## src/rtl/sys_arr_seq.sv

```systemverilog
// Operand sequencer for a ROWS x COLS output-stationary systolic array.
// Takes one K-slice per handshake (A column + B row). Each lane is skewed into
// the array edge, the K slices are counted, and the wavefront and PE pipeline
// are allowed to drain before comp_done is raised.
module sys_arr_seq #(
  parameter int unsigned ROWS   = 2,
  parameter int unsigned COLS   = 2,
  parameter int unsigned DW     = 32,
  parameter int unsigned KMAX   = 16,
  parameter int unsigned PE_LAT = 4,
  localparam int unsigned KW    = $clog2(KMAX + 1)
) (
  input  logic               CLK,
  input  logic               nRST,
  input  logic               start,
  input  logic [KW-1:0]      k_len,
  input  logic [ROWS*DW-1:0] a_vec,
  input  logic               a_valid,
  output logic               a_ready,
  input  logic [COLS*DW-1:0] b_vec,
  input  logic               b_valid,
  output logic               b_ready,
  input  logic               pe_err,
  output logic [ROWS*DW-1:0] row_data,
  output logic [ROWS-1:0]    row_en,
  output logic [COLS*DW-1:0] col_data,
  output logic [COLS-1:0]    col_en,
  output logic               pe_clear,
  output logic               busy,
  output logic               comp_done,
  output logic               error
);

  // Cycles after the last transfer before every PE holds its final result:
  // the far corner sees the last slice ROWS+COLS-1 cycles later, plus MAC latency.
  localparam int unsigned FlushLen  = ROWS + COLS - 2 + PE_LAT;
  localparam int unsigned FW        = (FlushLen > 2) ? $clog2(FlushLen) : 1;
  localparam logic [FW-1:0] FlushLoad = (FlushLen > 0) ? FW'(FlushLen - 1) : '0;
  localparam logic [KW-1:0] KMaxW   = KW'(KMAX);

  typedef enum logic [2:0] {StIdle, StClear, StFeed, StFlush, StDone} state_e;

  state_e        state_q, state_d;
  logic [KW-1:0] k_q, k_d;
  logic [KW-1:0] cnt_q, cnt_d;
  logic [FW-1:0] flush_q, flush_d;
  logic          error_q, error_d;

  logic xfer;
  logic last_xfer;
  logic k_ok;

  assign xfer      = (state_q == StFeed) & a_valid & b_valid;
  assign last_xfer = xfer & ((cnt_q + KW'(1)) == k_q);
  assign k_ok      = (k_len != '0) && (k_len <= KMaxW);

  assign a_ready   = (state_q == StFeed) & b_valid;
  assign b_ready   = (state_q == StFeed) & a_valid;
  assign pe_clear  = (state_q == StClear);
  assign busy      = (state_q == StClear) | (state_q == StFeed) | (state_q == StFlush);
  assign comp_done = (state_q == StDone);
  assign error     = error_q;

  // Control state registers.
  always_ff @(posedge CLK or negedge nRST) begin
    if (!nRST) begin
      state_q <= StIdle;
      k_q     <= '0;
      cnt_q   <= '0;
      flush_q <= '0;
      error_q <= 1'b0;
    end else begin
      state_q <= state_d;
      k_q     <= k_d;
      cnt_q   <= cnt_d;
      flush_q <= flush_d;
      error_q <= error_d;
    end
  end

  // Next-state: run sequencing, slice counting, flush countdown, error tracking.
  always_comb begin
    state_d = state_q;
    k_d     = k_q;
    cnt_d   = cnt_q;
    flush_d = flush_q;
    error_d = error_q;
    unique case (state_q)
      StIdle, StDone: begin
        if (start) begin
          if (k_ok) begin
            k_d     = k_len;
            cnt_d   = '0;
            error_d = 1'b0;
            state_d = StClear;
          end else begin
            // Rejected start: flag it, keep the current state and comp_done.
            error_d = 1'b1;
          end
        end
      end
      StClear: state_d = StFeed;
      StFeed: begin
        if (xfer) begin
          cnt_d = cnt_q + KW'(1);
          if (last_xfer) begin
            flush_d = FlushLoad;
            state_d = (FlushLen == 0) ? StDone : StFlush;
          end
        end
      end
      StFlush: begin
        if (flush_q == '0) begin
          state_d = StDone;
        end else begin
          flush_d = flush_q - FW'(1);
        end
      end
      default: state_d = StIdle;
    endcase
    if (busy && pe_err) begin
      error_d = 1'b1;
    end
  end

  // A lanes: lane i passes through i+1 stages; stage 0 holds data on bubbles.
  for (genvar i = 0; i < ROWS; i++) begin : g_row
    logic [DW-1:0] dat_q [0:i];
    logic [i:0]    en_q;

    // Shift the lane's skew chain every cycle.
    always_ff @(posedge CLK or negedge nRST) begin
      if (!nRST) begin
        en_q <= '0;
        for (int s = 0; s <= i; s++) begin
          dat_q[s] <= '0;
        end
      end else begin
        en_q[0] <= xfer;
        if (xfer) begin
          dat_q[0] <= a_vec[i*DW +: DW];
        end
        for (int s = 1; s <= i; s++) begin
          en_q[s]  <= en_q[s-1];
          dat_q[s] <= dat_q[s-1];
        end
      end
    end

    assign row_data[i*DW +: DW] = dat_q[i];
    assign row_en[i]            = en_q[i];
  end

  // B lanes: lane j passes through j+1 stages; stage 0 holds data on bubbles.
  for (genvar j = 0; j < COLS; j++) begin : g_col
    logic [DW-1:0] dat_q [0:j];
    logic [j:0]    en_q;

    // Shift the lane's skew chain every cycle.
    always_ff @(posedge CLK or negedge nRST) begin
      if (!nRST) begin
        en_q <= '0;
        for (int s = 0; s <= j; s++) begin
          dat_q[s] <= '0;
        end
      end else begin
        en_q[0] <= xfer;
        if (xfer) begin
          dat_q[0] <= b_vec[j*DW +: DW];
        end
        for (int s = 1; s <= j; s++) begin
          en_q[s]  <= en_q[s-1];
          dat_q[s] <= dat_q[s-1];
        end
      end
    end

    assign col_data[j*DW +: DW] = dat_q[j];
    assign col_en[j]            = en_q[j];
  end

endmodule

```

## config.mk

```make
export PLATFORM = sky130hd
export DESIGN_NAME = sys_arr_seq
export DESIGN_NICKNAME = d
export VERILOG_FILES = /design/src/rtl/sys_arr_seq.sv
export SDC_FILE = /design/constraint.sdc
export NUM_CORES = 1
export LEC_CHECK = 0
export CAP_MARGIN = 30
export CORE_MARGIN = 2
export CORE_UTILIZATION = 40
export DETAILED_ROUTE_END_ITERATION = 6
export HOLD_SLACK_MARGIN = 0.08
export PLACE_DENSITY = 0.71
export SYNTH_ARGS = -nofsm -noshare
export SYNTH_HDL_FRONTEND = slang
export SYNTH_SLANG_ARGS = --single-unit
```

## constraint.sdc

```tcl
create_clock -name CLK -period 3.78 [get_ports CLK]
set_input_delay 1.134 -clock CLK [delete_from_list [all_inputs] [get_ports CLK]]
set_output_delay 1.134 -clock CLK [all_outputs]
set_load 0.03 [all_outputs]
```

# Word level (Yosys, flattened, before mapping)
# Index checks and enable logic that the tools add are counted.
[totals]
reg_bits = 214
input_bits = 139
output_inout_bits = 138
[classes]
addsub = 2
order_cmp = 1
eq_ne = 11
mux = 18
bitwise = 6
n_reduce_logical = 15
[op_table]
columns = ["cell", "n"]
rows = [
  ["two-way mux 3 bit", 8],
  ["two-way mux 5 bit", 3],
  ["one-hot mux 3 bit (4 select lines)", 1],
  ["!= test 2 bit (second input constant)", 5],
  ["one-hot mux 5 bit (2 select lines)", 1],
  ["AND reduction 4 bit", 2],
  ["nonzero test 2 bit", 4],
  ["== test 3 x 2 -> 1 bit (second input constant)", 2],
  ["logical NOT 3 bit", 2],
  ["one-hot mux 3 bit (2 select lines)", 1],
  ["adder 5 x 1 -> 5 bit (second input constant)", 1],
  ["== test 5 bit", 1],
  ["<= comparator 5 bit (second input constant)", 1],
  ["AND reduction 5 bit", 1],
  ["nonzero test 5 bit", 1],
  ["AND 1 bit", 4],
  ["two-way mux 1 bit", 4],
  ["== test 3 x 1 -> 1 bit (second input constant)", 1],
  ["== test 3 bit (second input constant)", 1],
  ["AND reduction 3 bit", 1],
  ["subtractor 3 x 1 -> 3 bit (second input constant)", 1],
  ["logical AND 1 bit", 2],
  ["!= test 2 x 1 -> 1 bit (second input constant)", 1],
  ["OR 1 bit", 2],
  ["other kinds (2)", 2],
]

# Longest topological paths before layout
[depth]
ltp_word = 7
depth_mapped = 7
mapped_depth_nobuf = 6

# Least setup slack after synthesis
# No wires, ideal clock.
[synth_timing]
path_type = "input port to output port"
startpoint = "input b_valid"
endpoint = "output a_ready"
arrival_time_ps = 1575
t_required_ps = 2646
slack_ps = 1071
stages = 2
n_path_buf = 0
cell_sequence = "nand2_1 -> nor2_1"
[synth_via]
elab_chain_len = 1
[synth_lines]
columns = ["item", "line", "source"]
rows = [
  ["start, declared", "21", "input logic b_valid,"],
  ["AND 1 bit", "57", "assign a_ready = (state_q == StFeed) & b_valid;"],
  ["end, declared", "19", "output logic a_ready,"],
]
# No other way between the ends.

# Final worst setup path
[layout_timing]
startpoint = "input a_valid"
endpoint = "output b_ready"
[layout_via]
elab_chain_len = 1
[layout_lines]
columns = ["item", "line", "source"]
rows = [
  ["start, declared", "18", "input logic a_valid,"],
  ["AND 1 bit", "58", "assign b_ready = (state_q == StFeed) & a_valid;"],
  ["end, declared", "22", "output logic b_ready,"],
]
# No other way between the ends.

==> flow_metrics.py <==
metrics = {
    "drt": {
        "drtPass1Iterations": 4,
        "totalWireLength_microns": 17910,
        "vias": 5493,
        "antenna_left": 0,
        "drt-initial-drc-count": 221,
        "drcViolationCount": 0,
        "viasPerCell": 4.377,
        "routedWlPerCell_microns": 14.27,
    },
    "layout": {
        "final_nets": 1116,
        "nFillCells": 1675,
        "antenna_cells": 0,
        "area_growth_pct": 42.36,
        "fin_cells": 1255,
        "layout-drive-gt1-share": 0.05455,
        "fin_util": 0.5779,
    },
    "sta": {
        "maxSlewViolCount": 0,
        "post-route-period-util": 0.9709,
        "rsz0062_at_grt": "false",
        "fin_crit_ns": 3.670,
        "slew_headroom": 0.5137,
        "clock-skew-final_ns": 0.006695,
        "hold_violations": 0,
        "setup_violations": 0,
        "setup_tns_ns": 0,
        "whs_ns": 0.3710,
        "max_freq_mhz": 272.5,
        "tightest_slew_ns": 0.7295,
    },
    "outcome": {
        "status": "finished clean",
    },
    "global_routing": {
        "grt_pass1_wl_microns": 27350,
        "grt_max_degree": 136,
        "grt_pass1_vias": 5413,
        "antenna_found_initial": 0,
        "grt_util_all_layers": 0.1649,
        "gr-total-overflow": 0,
    },
    "cts": {
        "cts_buffer_depth": 3,
        "post_cts_buffers": 0,
        "cts.hold.buffers_added": 0,
        "clock-sinks": 211,
        "cts_made_buffers": 23,
        "path_clk_slew_ns": 0.06,
        "cts_resized": 0,
        "clockRootBuffer": "clkbuf_16",
        "h-tree-depth": 1,
        "cts_tree": "yes",
        "clock_latency_ns": 0.49,
    },
    "setup_path": {
        "r2r_cells": 6,
        "cp-end-kind": "primary output",
        "r2r-end": "g_col[0].dat_q[23]",
        "path_depth": 3,
        "critPathMaxFanout": 2,
        "cp_cell_sequence": "clkdlybuf4s50_1 > and4bb_2 > clkdlybuf4s50_1",
        "crit_type": "in2out",
        "path_buf_inv": 2,
        "critPathMostFrequentCell": "clkdlybuf4s50_1",
        "slowest_stage": "clkdlybuf4s50_1",
        "crit_arrival_ns": 2.54,
        "cp-start-kind": "primary input",
        "slowest_delay_ns": 0.68,
        "path_delay_family": "buffers and inverters",
        "crit_required_ns": 2.65,
        "r2r_start": "state_q[0]",
        "ff2ff_setup_slack_ns": 1.91,
    },
    "die": {
        "die_h_microns": 144.3,
        "rows": 51,
        "initial_utilization": 0.4060,
        "die_area_sq_um": 20830,
        "core_area_sq_um": 19400,
        "die_x_microns": 144.3,
        "io_pins": 277,
    },
    "logic_synthesis": {
        "ys_async_sr_fraction": 1.000,
        "synth_cells": 762,
        "synthTopCellsByArea": "dfrtp_1 (67%), nand2_1 (19%), buf_4 (7.3%), mux2_2 (0.71%), buf_2 (0.70%)",
        "seq_area_frac_synth": 0.6705,
        "synth_edf_count": 0,
        "synth.distinct_cells": 34,
        "syn_avg_cell_area_sq_um": 10.33,
        "yosysMostFrequentCell": "nand2_1",
        "syn_nets": 904,
        "ys_warn_count": 0,
        "ys_ff_latch": 211,
        "ys.flop_type": "dfrtp_1",
        "yosys-top-cells-count": "nand2_1 (392), dfrtp_1 (211), buf_4 (77), buf_2 (11), nor2_1 (10)",
        "yosys.area.top_type": "dfrtp_1",
        "synth_area_sq_um": 7875,
        "synth_top_area_share": 0.6705,
    },
    "place": {
        "dp_cells": 1214,
        "io_buffers": 276,
        "hpwl_microns": 11710,
        "place.gp.congestion": 0.7464,
    },
    "pwr": {
        "p_leak_nw": 5.427,
        "powerDensity_nw_per_um2": 921.4,
        "max-vdd-ir-drop_uv": 411.2,
    },
    "worst_hold_path": {
        "min_from": "g_row[1].dat_q[52]",
        "holdPathEnd": "row_data[52]",
        "min_delay_path_depth": 0,
        "hold_path.class": "reg2reg",
    },
    "job": {
        "drv_cap": 0,
    },
}
[sequential cells by signal, indices dropped and copies added (netlist names)]
signal       flops
g_col.dat_q     64
g_row.dat_q     64
col_data        32
row_data        32
cnt_q            5
k_q              5
flush_q          3
state_q          3
g_col.en_q       2
error            1
[routing by layer]
layer / up-vias / routed length, microns / GRT usage
met5: - / 0 / 0
met4: 0 / 552 / 0.06490
met3: 41 / 1182 / 0.04007
met2: 174 / 8748 / 0.2739
met1: 2586 / 7428 / 0.2090
li1: 2692 / - / -
[metrics by stage]
step	worst slack [ns]	total power, mW	cell area (sq um)
2_1_floorplan	1.071	6.635	7875
3_3_place_gp	0.1259	7.983	10410
3_5_place_dp	0.1126	8.083	10410
4_1_cts	0.1065	10.46	11210
5_1_grt	0.08446	10.90	11210
6_report	0.1101	10.33	11210
[kinds of logic (layout without fill, tap and decap cells)]
logic type / after synthesis / in the layout / synth area share
DFF: 211 / 211 / 0.6705
and+or+nand+nor: 423 / 423 / 0.2102
muxes: 5 / 5 / 0.007149
xor gates and xnor gates: 9 / 9 / 0.01192
AOI/OAI and AO/OA: 12 / 12 / 0.009851
buffers and inverters: 99 / 327 / 0.08564
adders and majority gates: 3 / 3 / 0.004767
[placed cells by master (no fill, tap or decap), types with 2 or more instances in the layout]
| master | count |
|---|---|
| and2_1 | 2 |
| and3_1 | 2 |
| buf_12 | 4 |
| buf_4 | 2 |
| bufinv_16 | 3 |
| clkbuf_1 | 3 |
| clkbuf_16 | 23 |
| clkbuf_8 | 7 |
| clkdlybuf4s50_1 | 275 |
| clkinv_2 | 3 |
| dfrtp_1 | 211 |
| ha_1 | 3 |
| inv_1 | 3 |
| inv_6 | 2 |
| mux2_2 | 5 |
| nand2_1 | 392 |
| nand3_1 | 3 |
| nor2_1 | 10 |
| nor2b_1 | 3 |
| nor3_1 | 2 |
| nor3b_1 | 2 |
| o21ai_0 | 5 |
| xnor2_1 | 6 |
| xor2_1 | 2 |
[how the worst max path moves through the flow]
stage	slack [ns]	endpoint	from
after floorplan	1.07	a_ready	b_valid
after global placement	0.13	b_ready	a_valid
after detailed placement	0.11	b_ready	a_valid
after CTS	0.11	b_ready	a_valid
after global routing	0.08	b_ready	a_valid
final	0.11	b_ready	a_valid
[power breakdown]
group | switching, mW | internal (mW) | total, mW
Sequential | 0.485 | 3.31 | 3.80
Clock | 0.880 | 1.44 | 2.32
Combinational | 2.50 | 1.71 | 4.21
Total | 3.86 | 6.47 | 10.3
[area by class of cell]
type / count / area [sq um] / area share
sequential: 211 / 5280 / 0.4710
timing repair buffer: 282 / 2861 / 0.2552
multi-input combinational: 452 / 1921 / 0.1713
clock buffer: 32 / 669.4 / 0.05971
tap: 265 / 331.6 / 0.02958
clock inverter: 9 / 130.1 / 0.01161
inverter: 4 / 17.52 / 0.001562
(Power assumes the default switching activity.)
